`src/rtl/insn_fetch_queue.sv`:
```
// Instruction fetch queue: issues PC requests to a synchronous ROM and buffers responses for the
// decoder. Define FETCH_BYPASS_EN to forward a response straight to the decoder when the queue is empty.
module insn_fetch_queue #(
  parameter int unsigned   L       = 10,
  parameter int unsigned   W       = 9,
  parameter int unsigned   DEPTH   = 4,
  parameter logic [W-1:0]  HALT_OP = 9'h1FF
) (
  input  logic         Clk,
  input  logic         Reset,
  input  logic         Start,
  input  logic [L-1:0] ProgCtr,
  input  logic         PcValid,
  input  logic         Redirect,
  output logic         FetchStall,
  output logic [L-1:0] MemAddr,
  input  logic [W-1:0] MemRdData,
  output logic [W-1:0] InsnOut,
  output logic [L-1:0] InsnPc,
  output logic         InsnValid,
  input  logic         InsnReady,
  output logic         Done
);

  localparam int unsigned AW = $clog2(DEPTH);
  localparam int unsigned CW = AW + 1;

  typedef enum logic [1:0] {StIdle, StRun, StHalt} state_e;

  state_e          state_q, state_d;
  logic [W-1:0]    data_q [DEPTH];
  logic [L-1:0]    pc_q   [DEPTH];
  logic [AW-1:0]   head_q, head_d;
  logic [AW-1:0]   tail_q, tail_d;
  logic [CW-1:0]   count_q, count_d;
  logic            req_pending_q, req_pending_d;
  logic [L-1:0]    req_pc_q, req_pc_d;
  logic            done_q, done_d;

  logic            running;
  logic            fifo_empty;
  logic [CW:0]     occupancy;
  logic            ext_flush;
  logic            bypass_valid;
  logic            head_valid;
  logic [W-1:0]    head_data;
  logic [L-1:0]    head_pc;
  logic            handshake;
  logic            halt_accept;
  logic            flush;
  logic            req_accept;
  logic            enq;
  logic            deq;

  assign running    = (state_q == StRun);
  assign fifo_empty = (count_q == '0);
  // In-flight reads hold a credit so their responses always find a free slot.
  assign occupancy  = {1'b0, count_q} + {{CW{1'b0}}, req_pending_q};
  assign FetchStall = ~running | (occupancy >= (CW + 1)'(DEPTH));
  assign MemAddr    = ProgCtr;
  assign ext_flush  = Redirect | Start;

`ifdef FETCH_BYPASS_EN
  assign bypass_valid = req_pending_q & fifo_empty & ~ext_flush;
`else
  assign bypass_valid = 1'b0;
`endif

  assign head_valid = ~fifo_empty | bypass_valid;
  assign head_data  = fifo_empty ? MemRdData : data_q[head_q];
  assign head_pc    = fifo_empty ? req_pc_q : pc_q[head_q];

  assign InsnValid  = head_valid;
  assign InsnOut    = head_valid ? head_data : '0;
  assign InsnPc     = head_valid ? head_pc : '0;
  assign Done       = done_q;

  assign handshake   = head_valid & InsnReady;
  assign halt_accept = running & handshake & (head_data == HALT_OP);
  assign flush       = ext_flush | halt_accept;
  assign req_accept  = running & PcValid & ~FetchStall & ~flush;

  // A bypassed response consumed in its arrival cycle never touches the storage.
  assign enq = req_pending_q & ~flush & ~(bypass_valid & InsnReady);
  assign deq = ~fifo_empty & InsnReady & ~flush;

  always_comb begin
    head_d        = head_q;
    tail_d        = tail_q;
    count_d       = count_q;
    req_pending_d = req_accept;
    req_pc_d      = req_accept ? ProgCtr : req_pc_q;
    if (flush) begin
      head_d  = '0;
      tail_d  = '0;
      count_d = '0;
    end else begin
      if (enq) tail_d = tail_q + AW'(1);
      if (deq) head_d = head_q + AW'(1);
      case ({enq, deq})
        2'b10:   count_d = count_q + CW'(1);
        2'b01:   count_d = count_q - CW'(1);
        default: count_d = count_q;
      endcase
    end
  end

  always_comb begin
    state_d = state_q;
    done_d  = done_q;
    case (state_q)
      StIdle, StHalt: begin
        if (Start) state_d = StRun;
      end
      StRun: begin
        if (!Start && halt_accept) state_d = StHalt;
      end
      default: state_d = StIdle;
    endcase
    if (Start) begin
      done_d = 1'b0;
    end else if (halt_accept) begin
      done_d = 1'b1;
    end
  end

  always_ff @(posedge Clk) begin
    if (Reset) begin
      state_q       <= StIdle;
      head_q        <= '0;
      tail_q        <= '0;
      count_q       <= '0;
      req_pending_q <= 1'b0;
      req_pc_q      <= '0;
      done_q        <= 1'b0;
    end else begin
      state_q       <= state_d;
      head_q        <= head_d;
      tail_q        <= tail_d;
      count_q       <= count_d;
      req_pending_q <= req_pending_d;
      req_pc_q      <= req_pc_d;
      done_q        <= done_d;
    end
  end

  // Storage is unreset; outputs are gated by InsnValid so stale contents never leak.
  always_ff @(posedge Clk) begin
    if (!Reset && enq) begin
      data_q[tail_q] <= MemRdData;
      pc_q[tail_q]   <= req_pc_q;
    end
  end

endmodule

```
`config.mk`:
```
export PLATFORM = sky130hd
export DESIGN_NAME = insn_fetch_queue
export DESIGN_NICKNAME = d
export VERILOG_FILES = /design/src/rtl/insn_fetch_queue.sv
export SDC_FILE = /design/constraint.sdc
export NUM_CORES = 1
export LEC_CHECK = 0
export ABC_AREA = 1
export ABC_CLOCK_PERIOD_IN_PS = 4900
export CORE_UTILIZATION = 55
export CTS_CLUSTER_DIAMETER = 200
export DETAILED_ROUTE_END_ITERATION = 12
export PLACE_DENSITY = 0.79
export SYNTH_ARGS = -nofsm -noshare
export SYNTH_HDL_FRONTEND = slang
export SYNTH_SLANG_ARGS = --single-unit
export TNS_END_PERCENT = 1
```
`constraint.sdc`:
```
create_clock -name Clk -period 4.9 [get_ports Clk]
set_input_delay 0.735 -clock Clk [delete_from_list [all_inputs] [get_ports Clk]]
set_output_delay 0.735 -clock Clk [all_outputs]
set_load 0.02 [all_outputs]
```
==> impl_metrics.yaml <==
power_and_ir_drop:
  finalPower_w: 0.00141
  peakVddDrop_mv: 0.193
  power_leakage_nw: 1.97
  powerDensity_nw_per_um2: 275
logic_synthesis:
  synthDistinctLibCells: 29
  yosys_register_bits: 99
  synth_cells: 443
  yosysSeqAreaShare: 0.620
  avgSynthCellArea_um2: 9.98
  synth_area_um2: 4420
  yosys_warnings: 0
  syn_nets: 474
sta:
  fin_crit_sh: 0.797
  maxSlewHeadroom: 0.469
  max_freq_ghz: 0.256
  hold_violations: 0
  rsz0062_at_grt: "no"
  tightest_slew_ps: 795
  slew_violations: 0
  period_minus_slack_ps: 3910
  clock_skew_ps: 14.9
  setup_ws_ps: 994
  setup_viol: 0
  tns_ps: 0
clock_tree:
  cts_tree: "yes"
  cts_max_path_buffers: 2
  cts_hold_buf: 0
  clkSinkCount: 99
  clkLatencyLatePin_ps: 360
  numCtsBuffers: 9
  cts_setup_buffers: 0
  ctsResizeCount: 0
  cts.clk_slew.worst_paths_ps: 80
  htree_levels: 3
  cts-root-buf: "clkbuf_8"
placement:
  dp_hpwl_mm: 5.58
  place_congestion: 0.776
  pre_cts_ws_ps: 1010
  io_buffers: 56
critical_path:
  required_ps: 4160
  critical_path_class: "register to output pin"
  path_cells: "clkinv_1 -> nor2_1 -> o21ai_0 -> a21oi_1 -> clkdlybuf4s50_1"
  cp-end-kind: "output pin"
  cp_top_family: "buffers and inverters"
  cp_num_buf_inv: 2
  cpMaxStageDelayCell: "dfxtp_1"
  path_max_fanout: 20
  cp-start-kind: "register"
  cp.arrival_ps: 3170
  max_stage_delay_ps: 820
job:
  max_cap_violations: 0
floorplanning:
  num_io_pins: 57
  start_util: 0.569
  fp.dieH_um: 91.7
  core_um2: 7770
  design.die.area_um2: 8400
  rows: 32
  die_w_um: 91.7
routing:
  final_antenna_net_count: 0
  drc: 0
  drtIter0Drc: 191
  routedWlPerCell_um: 14.2
  vias_per_cell: 5.15
  dr_total_vias: 3064
  drt_pass1_iterations: 4
  wl_mm: 8.46
global_route:
  grt_pass1_vias: 3037
  grt_max_degree: 39
  antenna_found_initial: 0
  grt_util_met1: 0.267
  grt-busiest-layer: "met2"
  grt_overflow_total: 0
  met3_usage: 0.0547
  met2_usage: 0.367
  grt_pass1_wl_mm: 13.8
  track_usage: 0.218
status:
  outcome: "complete, no violations"
min_path:
  hp-class: "register to register"
  hp-start: "Done"
cells_and_area:
  antennaDiodeCount: 0
  nFillCells: 624
  fin_nets: 519
  layout-drive-gt1-share: 0.112
  areaGrowthSynthToFinish_pct: 16.0
[logic make-up after synthesis]
logic type      after synthesis  share of synthesized area
flops                        99                      0.620
fa+ha+maj                     6                     0.0187
compound gates               48                     0.0560
simple gates                198                      0.205
xor+xnor                      3                    0.00594
buf+inv                      89                     0.0937
[worst paths after layout]
path	to	slack, ps	depth (start not counted)
setup / recovery	InsnPc[9]	990	5
hold / removal	Done	480	2
setup reg to reg	count_q[2]	1030	15
hold reg to reg	Done	480	2
[power breakdown]
part	total (W)	internal (W)	switching, W
Sequential	0.000901	0.000899	0.00000232
Clock	0.000444	0.000183	0.000261
Combinational	0.0000659	0.0000327	0.0000332
[area by class of cell]
cell class	instances	area (um^2)	share of cell area
Inverter	61	229	0.0446
Clock buffer	11	131	0.0256
Clock inverter	5	30.0	0.00585
Timing Repair Buffer	62	606	0.118
Sequential cell	99	2740	0.535
Tap cell	102	128	0.0249
Multi-Input combinational cell	255	1260	0.247
[placed cells by master, fill, tap and decap left out]
cell | netlist | routed
a211oi_2 | 1 | 1
a21oi_1 | 25 | 25
buf_4 | 13 | 6
clkbuf_1 | 9 | 2
clkbuf_8 | 0 | 9
clkdlybuf4s50_1 | 0 | 56
clkinv_1 | 1 | 2
clkinv_2 | 0 | 1
clkinvlp_4 | 0 | 2
dfxtp_1 | 23 | 23
edfxtp_1 | 76 | 76
fa_1 | 1 | 1
ha_1 | 5 | 5
inv_1 | 44 | 44
inv_2 | 16 | 16
inv_4 | 0 | 1
nand2_1 | 93 | 93
nand2_2 | 4 | 4
nand3_1 | 22 | 22
nand3_2 | 2 | 2
nand3_4 | 2 | 2
nand3b_4 | 1 | 1
nand4_1 | 12 | 12
nor2_1 | 51 | 51
nor2_2 | 6 | 6
nor2_4 | 3 | 3
nor3_1 | 1 | 1
o21ai_0 | 22 | 22
or2_2 | 1 | 1
xnor2_1 | 1 | 1
xor2_1 | 2 | 2
[through the flow]
step / utilization / cells / area [um^2] / hold WS (ps)
3_5_place_dp: 0.640 / 579 / 4970 / 467
5_1_grt: 0.661 / 595 / 5130 / 510
2_1_floorplan: - / 443 / 4420 / 460
6_report: 0.661 / 595 / 5130 / 479
4_1_cts: 0.661 / 595 / 5130 / 482
3_3_place_gp: 0.640 / 579 / 4970 / 466
[Yosys cell counts (all sizes together)]
library cell,count,area share
xor2,2,0.0040
a21oi,25,0.028
clkinv,1,0.00085
clkbuf,9,0.0076
o21ai,22,0.025
fa,1,0.0045
edfxtp,76,0.52
nand4,12,0.017
a211oi,1,0.0028
inv,60,0.051
nand2,97,0.085
nand3b,1,0.0045
or2,1,0.0014
buf,19,0.034
xnor2,1,0.0020
nor2,60,0.059
nand3,26,0.037
dfxtp,23,0.10
ha,5,0.014
nor3,1,0.0011
[routing by layer]
| metal | up-vias | part of all wire |
|---|---|---|
| li1 | 1524 | - |
| met1 | 1426 | 0.40 |
| met2 | 104 | 0.52 |
| met3 | 10 | 0.062 |
| met4 | 0 | 0.013 |
| met5 | - | 0 |
[worst register-to-register path, cell delays in order (launching register included)]
cell      delay [ps]
dfxtp_1          820
clkinv_1         760
nand3_1          280
nand2_1          100
nand2_1           60
nand3_1          120
nor2_4           160
nand3_4          210
nand3_1          190
ha_1             170
inv_1             70
fa_1             380
a21oi_1          140
o21ai_0          110
xor2_1           160
nor2_1            60
[registers in the layout (all words and copies together), names as in the netlist, named ones only]
signal	cells
data_q	36
req_pending_q	1
count_q	3
head_q	2
Done	1
tail_q	2
state_q	2
pc_q	40
req_pc_q	10
Note: power is estimated with default switching activity, not from simulation.
